## src/rtl/mips_arith_sequencer.sv

```systemverilog
// mips_arith_sequencer
// Multi-cycle controller for the arithmetic datapath. It owns the PC, fetches
// 32-bit instructions over a request/ready handshake, lets the decoder look at
// the IR for one cycle, allows one ALU settle cycle, then strobes the
// register-file write enable. Decoder exceptions and fetch timeouts park the
// machine in HALT until reset.
//
// Ports:
//   clock, reset            rising-edge clock, synchronous active-high reset
//   start, stop             leave IDLE / return to IDLE after current WB
//   imem_req/addr/ready/data instruction memory handshake (addr = pc)
//   dec_opcode, dec_funct   ir fields presented to the decoder
//   dec_writeenable/except  decoder responses
//   rf_we                   register-file write strobe (WB only)
//   ir, pc                  instruction register, word-addressed PC
//   busy, halted            FETCH..WB / HALT status
//   halt_cause, exc_pc      0 none, 1 illegal instr, 2 fetch timeout; faulting pc
//   instr_count             retired instruction count
//
// Build option: define ICOUNT_EN to build the retired-instruction counter;
// otherwise instr_count reads as zero.

module mips_arith_sequencer #(
    parameter int                    PC_WIDTH = 30,
    parameter logic [PC_WIDTH-1:0]   RESET_PC = '0,
    parameter int                    MAX_WAIT = 15
) (
    input  logic                clock,
    input  logic                reset,
    input  logic                start,
    input  logic                stop,
    output logic                imem_req,
    output logic [PC_WIDTH-1:0] imem_addr,
    input  logic                imem_ready,
    input  logic [31:0]         imem_data,
    output logic [5:0]          dec_opcode,
    output logic [5:0]          dec_funct,
    input  logic                dec_writeenable,
    input  logic                dec_except,
    output logic                rf_we,
    output logic [31:0]         ir,
    output logic [PC_WIDTH-1:0] pc,
    output logic                busy,
    output logic                halted,
    output logic [1:0]          halt_cause,
    output logic [PC_WIDTH-1:0] exc_pc,
    output logic [31:0]         instr_count
);

    // state  | meaning
    // IDLE   | waiting for start
    // FETCH  | imem_req high, waiting for imem_ready (wait counter runs)
    // DECODE | decoder sees ir; exception halts here
    // EXEC   | ALU settle cycle
    // WB     | rf_we strobe, pc advance, stop sampled
    // HALT   | parked until reset

    typedef enum logic [2:0] {
        S_IDLE, S_FETCH, S_DECODE, S_EXEC, S_WB, S_HALT
    } state_t;

    localparam int WAIT_W = (MAX_WAIT > 0) ? $clog2(MAX_WAIT + 1) : 1;
    localparam logic [WAIT_W-1:0] WAIT_LIMIT = WAIT_W'(MAX_WAIT);

    state_t              state_q, state_d;
    logic [PC_WIDTH-1:0] pc_q, pc_d;
    logic [31:0]         ir_q, ir_d;
    logic [WAIT_W-1:0]   wait_q, wait_d;
    logic [1:0]          halt_cause_q, halt_cause_d;
    logic [PC_WIDTH-1:0] exc_pc_q, exc_pc_d;

    always_ff @(posedge clock) begin
        if (reset) begin
            state_q      <= S_IDLE;
            pc_q         <= RESET_PC;
            ir_q         <= '0;
            wait_q       <= '0;
            halt_cause_q <= '0;
            exc_pc_q     <= '0;
        end else begin
            state_q      <= state_d;
            pc_q         <= pc_d;
            ir_q         <= ir_d;
            wait_q       <= wait_d;
            halt_cause_q <= halt_cause_d;
            exc_pc_q     <= exc_pc_d;
        end
    end

    always_comb begin
        state_d      = state_q;
        pc_d         = pc_q;
        ir_d         = ir_q;
        wait_d       = wait_q;
        halt_cause_d = halt_cause_q;
        exc_pc_d     = exc_pc_q;
        imem_req     = 1'b0;
        rf_we        = 1'b0;
        case (state_q)
            S_IDLE: begin
                if (start) state_d = S_FETCH;
            end
            S_FETCH: begin
                imem_req = 1'b1;
                if (imem_ready) begin
                    ir_d    = imem_data;
                    wait_d  = '0;
                    state_d = S_DECODE;
                end else begin
                    wait_d = wait_q + WAIT_W'(1);
                    // With MAX_WAIT == 0 the counter just wraps and is ignored.
                    if (MAX_WAIT != 0 && wait_d == WAIT_LIMIT) begin
                        state_d      = S_HALT;
                        halt_cause_d = 2'd2;
                        exc_pc_d     = pc_q;
                    end
                end
            end
            S_DECODE: begin
                if (dec_except) begin
                    state_d      = S_HALT;
                    halt_cause_d = 2'd1;
                    exc_pc_d     = pc_q;
                end else begin
                    state_d = S_EXEC;
                end
            end
            S_EXEC: begin
                state_d = S_WB;
            end
            S_WB: begin
                rf_we   = dec_writeenable;
                pc_d    = pc_q + PC_WIDTH'(1);
                state_d = stop ? S_IDLE : S_FETCH;
            end
            S_HALT: begin
                state_d = S_HALT;
            end
            default: begin
                state_d = S_IDLE;
            end
        endcase
    end

`ifdef ICOUNT_EN
    logic [31:0] icount_q;

    always_ff @(posedge clock) begin
        if (reset)               icount_q <= '0;
        else if (state_q == S_WB) icount_q <= icount_q + 32'd1;
    end

    assign instr_count = icount_q;
`else
    assign instr_count = '0;
`endif

    assign imem_addr  = pc_q;
    assign dec_opcode = ir_q[31:26];
    assign dec_funct  = ir_q[5:0];
    assign ir         = ir_q;
    assign pc         = pc_q;
    assign busy       = (state_q == S_FETCH) || (state_q == S_DECODE) ||
                        (state_q == S_EXEC)  || (state_q == S_WB);
    assign halted     = (state_q == S_HALT);
    assign halt_cause = halt_cause_q;
    assign exc_pc     = exc_pc_q;

endmodule

```

## config.mk

```make
export PLATFORM = sky130hd
export DESIGN_NAME = mips_arith_sequencer
export DESIGN_NICKNAME = d
export VERILOG_FILES = /design/src/rtl/mips_arith_sequencer.sv
export SDC_FILE = /design/constraint.sdc
export NUM_CORES = 1
export LEC_CHECK = 0
export ABC_CLOCK_PERIOD_IN_PS = 1750
export CAP_MARGIN = 25
export CORE_UTILIZATION = 37
export CTS_BUF_LIST = sky130_fd_sc_hd__clkbuf_4 sky130_fd_sc_hd__clkbuf_8 sky130_fd_sc_hd__clkbuf_16
export CTS_CLUSTER_DIAMETER = 40
export CTS_CLUSTER_SIZE = 8
export DETAILED_ROUTE_END_ITERATION = 10
export HOLD_SLACK_MARGIN = 0.05
export PLACE_DENSITY = 0.72
export SLEW_MARGIN = 20
export SYNTH_ARGS = -nofsm -noshare
export SYNTH_HDL_FRONTEND = slang
export SYNTH_SLANG_ARGS = --single-unit
```

## constraint.sdc

```tcl
create_clock -name clock -period 1.75 [get_ports clock]
set_input_delay 0.35 -clock clock [delete_from_list [all_inputs] [get_ports clock]]
set_output_delay 0.35 -clock clock [all_outputs]
set_load 0.01 [all_outputs]
```

==> impl_metrics.tcl <==
set metrics [dict create \
    status "finished, final reports clean" \
    yosysWarnings 0 \
    grt_pass1_vias 4015 \
    yosysTopAreaCellShare_pct 37.6 \
    power.switching_w 0.00124 \
    max_freq_mhz 573 \
    start_util_pct 38.3 \
    relSlewSlack_pct 58.3 \
    hpwl_um 8870 \
    clk_latency_ps 340 \
    cts_tree "built" \
    drt-total-wl_um 13700 \
    first_pass_iters 5 \
    crit_arrival_ps 1980 \
    rows 43 \
    regToRegEndpoint "exc_pc[14]" \
    crit_path_cell_trace "ha_4 -> nor2b_1 -> a21oi_1 -> buf_4 -> o21ai_4 -> buf_12 -> clkbuf_16 -> buf_4 -> a211o_1" \
    max_cap_viol_count 0 \
    die_w_um 123 \
    cp_max_fo 8 \
    clock_tree.root_cell "clkbuf_16" \
    synth_cell_types 35 \
    worst_slew_pin_slew_ps 625 \
    p_per_area_nw_per_um2 677 \
    port_buffers 178 \
    hold_class "reg2reg" \
    r2r_slack_ps 6 \
    yosysSeqAreaShare_pct 37.6 \
    area_growth_pct 43.6 \
    ys_seq_elements 101 \
    path_clk_slew_ps 70 \
    critical-path-max-stage-delay_ps 330 \
    worstSetupStartpointType "flip-flop" \
    drv_slew 0 \
    die_area_um2 15000 \
    setup_violations 0 \
    p_seq_share_pct 45.9 \
    die_h_um 123 \
    crit_path_end "exc_pc[14]" \
    internal_power_w 0.00398 \
    ant_nets 0 \
    path_common_cell "buf_4" \
    drive_gt1_share_pct 12.4 \
    worst_path_max_delay_cell "dfxtp_2" \
    syn_area_per_cell_um2 7.92 \
    ff2ff_path_depth 9 \
    most-common-layout-cells "clkdlybuf4s50_1, nand2_1, dfxtp_1" \
    synth_area_leaders "dfxtp_1, buf_4, nand2_1" \
    final.period_utilization_pct 99.6 \
    gp_congestion 0.786 \
    grt_overflow 0 \
    crit_required_ps 1980 \
    cts_made_buffers 9 \
    final_nets 860 \
    cts_sinks 101 \
    syn_area_um2 5380 \
    hold_slack_ps 453 \
    via_per_inst 4.94 \
    grt_max_degree 72 \
    end_kind "flip-flop" \
    critPathKind "reg2reg" \
    async_reset_ff_share_pct 0 \
    combPwrFrac_pct 11.9 \
    peakVddDrop_v 0.000559 \
    grtUsageTotal_pct 17.0 \
    finClkSkew_ps 8.20 \
    period_needed_ps 1740 \
    coreArea_um2 14000 \
    cts_buffer_depth 2 \
    synth_edf_count 0 \
    pwr-share-clk_pct 42.3 \
    critPathLaunch "wait_q[1]" \
    synth_ff_type "dfxtp_1" \
    p_leak_nw 3.08 \
    place_inst 980 \
    diodes 0 \
    dr_total_vias 4952 \
    fin_cells 1003 \
    drc_errors 0 \
    htreeDepth 3 \
    layout_commonest_cell "clkdlybuf4s50_1" \
    switching_share_pct 23.8 \
    drtIter0Drc 195 \
    reg2reg_from "wait_q[1]" \
    grt_setup_unrepaired "yes" \
    ioPinCount 211 \
    wl_per_cell_um 13.6 \
    antenna_found_initial 0 \
    synth_cells 679 \
    synth_top_area_cell "dfxtp_1" \
    grt_pass1_wl_um 20300 \
    hold_viol 0 \
]
registers in the layout, indices dropped and copies added (netlist names):
signal      flops
ir             32
exc_pc         30
imem_addr      30
wait_q          4
state_q         3
halt_cause      2
through the flow:
stage / setup WS [ps] / util (%) / area, um^2 / TNS, ps / total power (W)
CTS: 3.44 / 53.3 / 7480 / 0 / 0.00529
floorplan: 114 / - / 5490 / 0 / 0.00282
global placement: -257 / 50.8 / 7130 / -7370 / 0.00306
global route: -63.9 / 55.0 / 7720 / -849 / 0.00544
detailed placement: -272 / 50.8 / 7130 / -7690 / 0.00306
finish: 6.30 / 55.0 / 7720 / 0 / 0.00522
cell families after synthesis:
logic type | count (synthesis) | share of synthesized area [%]
simple gates | 300 | 28.7
mux | 1 | 0.186
xor+xnor | 30 | 4.89
flops | 101 | 37.6
compound gates | 110 | 12.6
fa+ha+maj | 3 | 0.698
other cells | 1 | 0.0698
buf+inv | 133 | 15.3
power groups by stage:
stage | sequential, W | combinational [W] | clock (W)
2_1_floorplan | 0.00245 | 0.000365 | 0
3_3_place_gp | 0.00244 | 0.000619 | 0
3_5_place_dp | 0.00244 | 0.000621 | 0
4_1_cts | 0.00239 | 0.000619 | 0.00228
5_1_grt | 0.00240 | 0.000681 | 0.00236
6_report | 0.00240 | 0.000620 | 0.00221
repair_timing:
item / 4_1_cts / 5_1_grt
buffers inserted: 0 / 2
pin swaps: 0 / 3
hold buffers: 0 / 0
gates cloned: 0 / 5
gates resized for setup: 19 / 35
endpoints found under the setup margin: 49 / 55
synth_stat cells (13+ instances only):
| library cell | number |
|---|---|
| nor4b_1 | 30 |
| a211o_1 | 30 |
| nand3_1 | 13 |
| buf_4 | 75 |
| dfxtp_1 | 101 |
| buf_2 | 14 |
| o21ai_0 | 32 |
| nand2_1 | 137 |
| a21oi_1 | 42 |
| nor3b_1 | 28 |
| xor2_1 | 24 |
| clkbuf_1 | 34 |
| nor2_1 | 43 |
worst min path at each step:
stage,start,end,slack [ps],cells after the start
after floorplan,wait_q[3],wait_q[3],470,2
after global placement,ir[6],ir[6],440,2
after detailed placement,ir[13],ir[13],450,2
after CTS,ir[13],ir[13],460,2
after global routing,ir[17],ir[17],470,2
final,ir[14],ir[14],450,2
critical path: cells and delay by family, from the launching register on:
kind / cells / cell delay (ps)
buffers and inverters: 4 / 580
adders and majority gates: 1 / 160
and+or+nand+nor: 1 / 140
AOI/OAI and AO/OA: 3 / 430
DFF: 1 / 330
routing by layer:
metal / GRT usage, % / wire [um]
met4: 4.57 / 110
met2: 26.5 / 6370
met3: 4.00 / 903
met5: 0 / 0
met1: 23.2 / 6290
final cells by class:
| cell class | count | area, um^2 |
|---|---|---|
| Fill cell | 1266 | 6320 |
| Tap cell | 180 | 225 |
| Clock buffer | 11 | 253 |
| Clock inverter | 5 | 82.6 |
| Timing Repair Buffer | 223 | 2330 |
| Inverter | 7 | 26.3 |
| Multi-Input combinational cell | 476 | 2750 |
| Sequential cell | 101 | 2050 |
No activity file was read; power rests on OpenSTA's default activity.
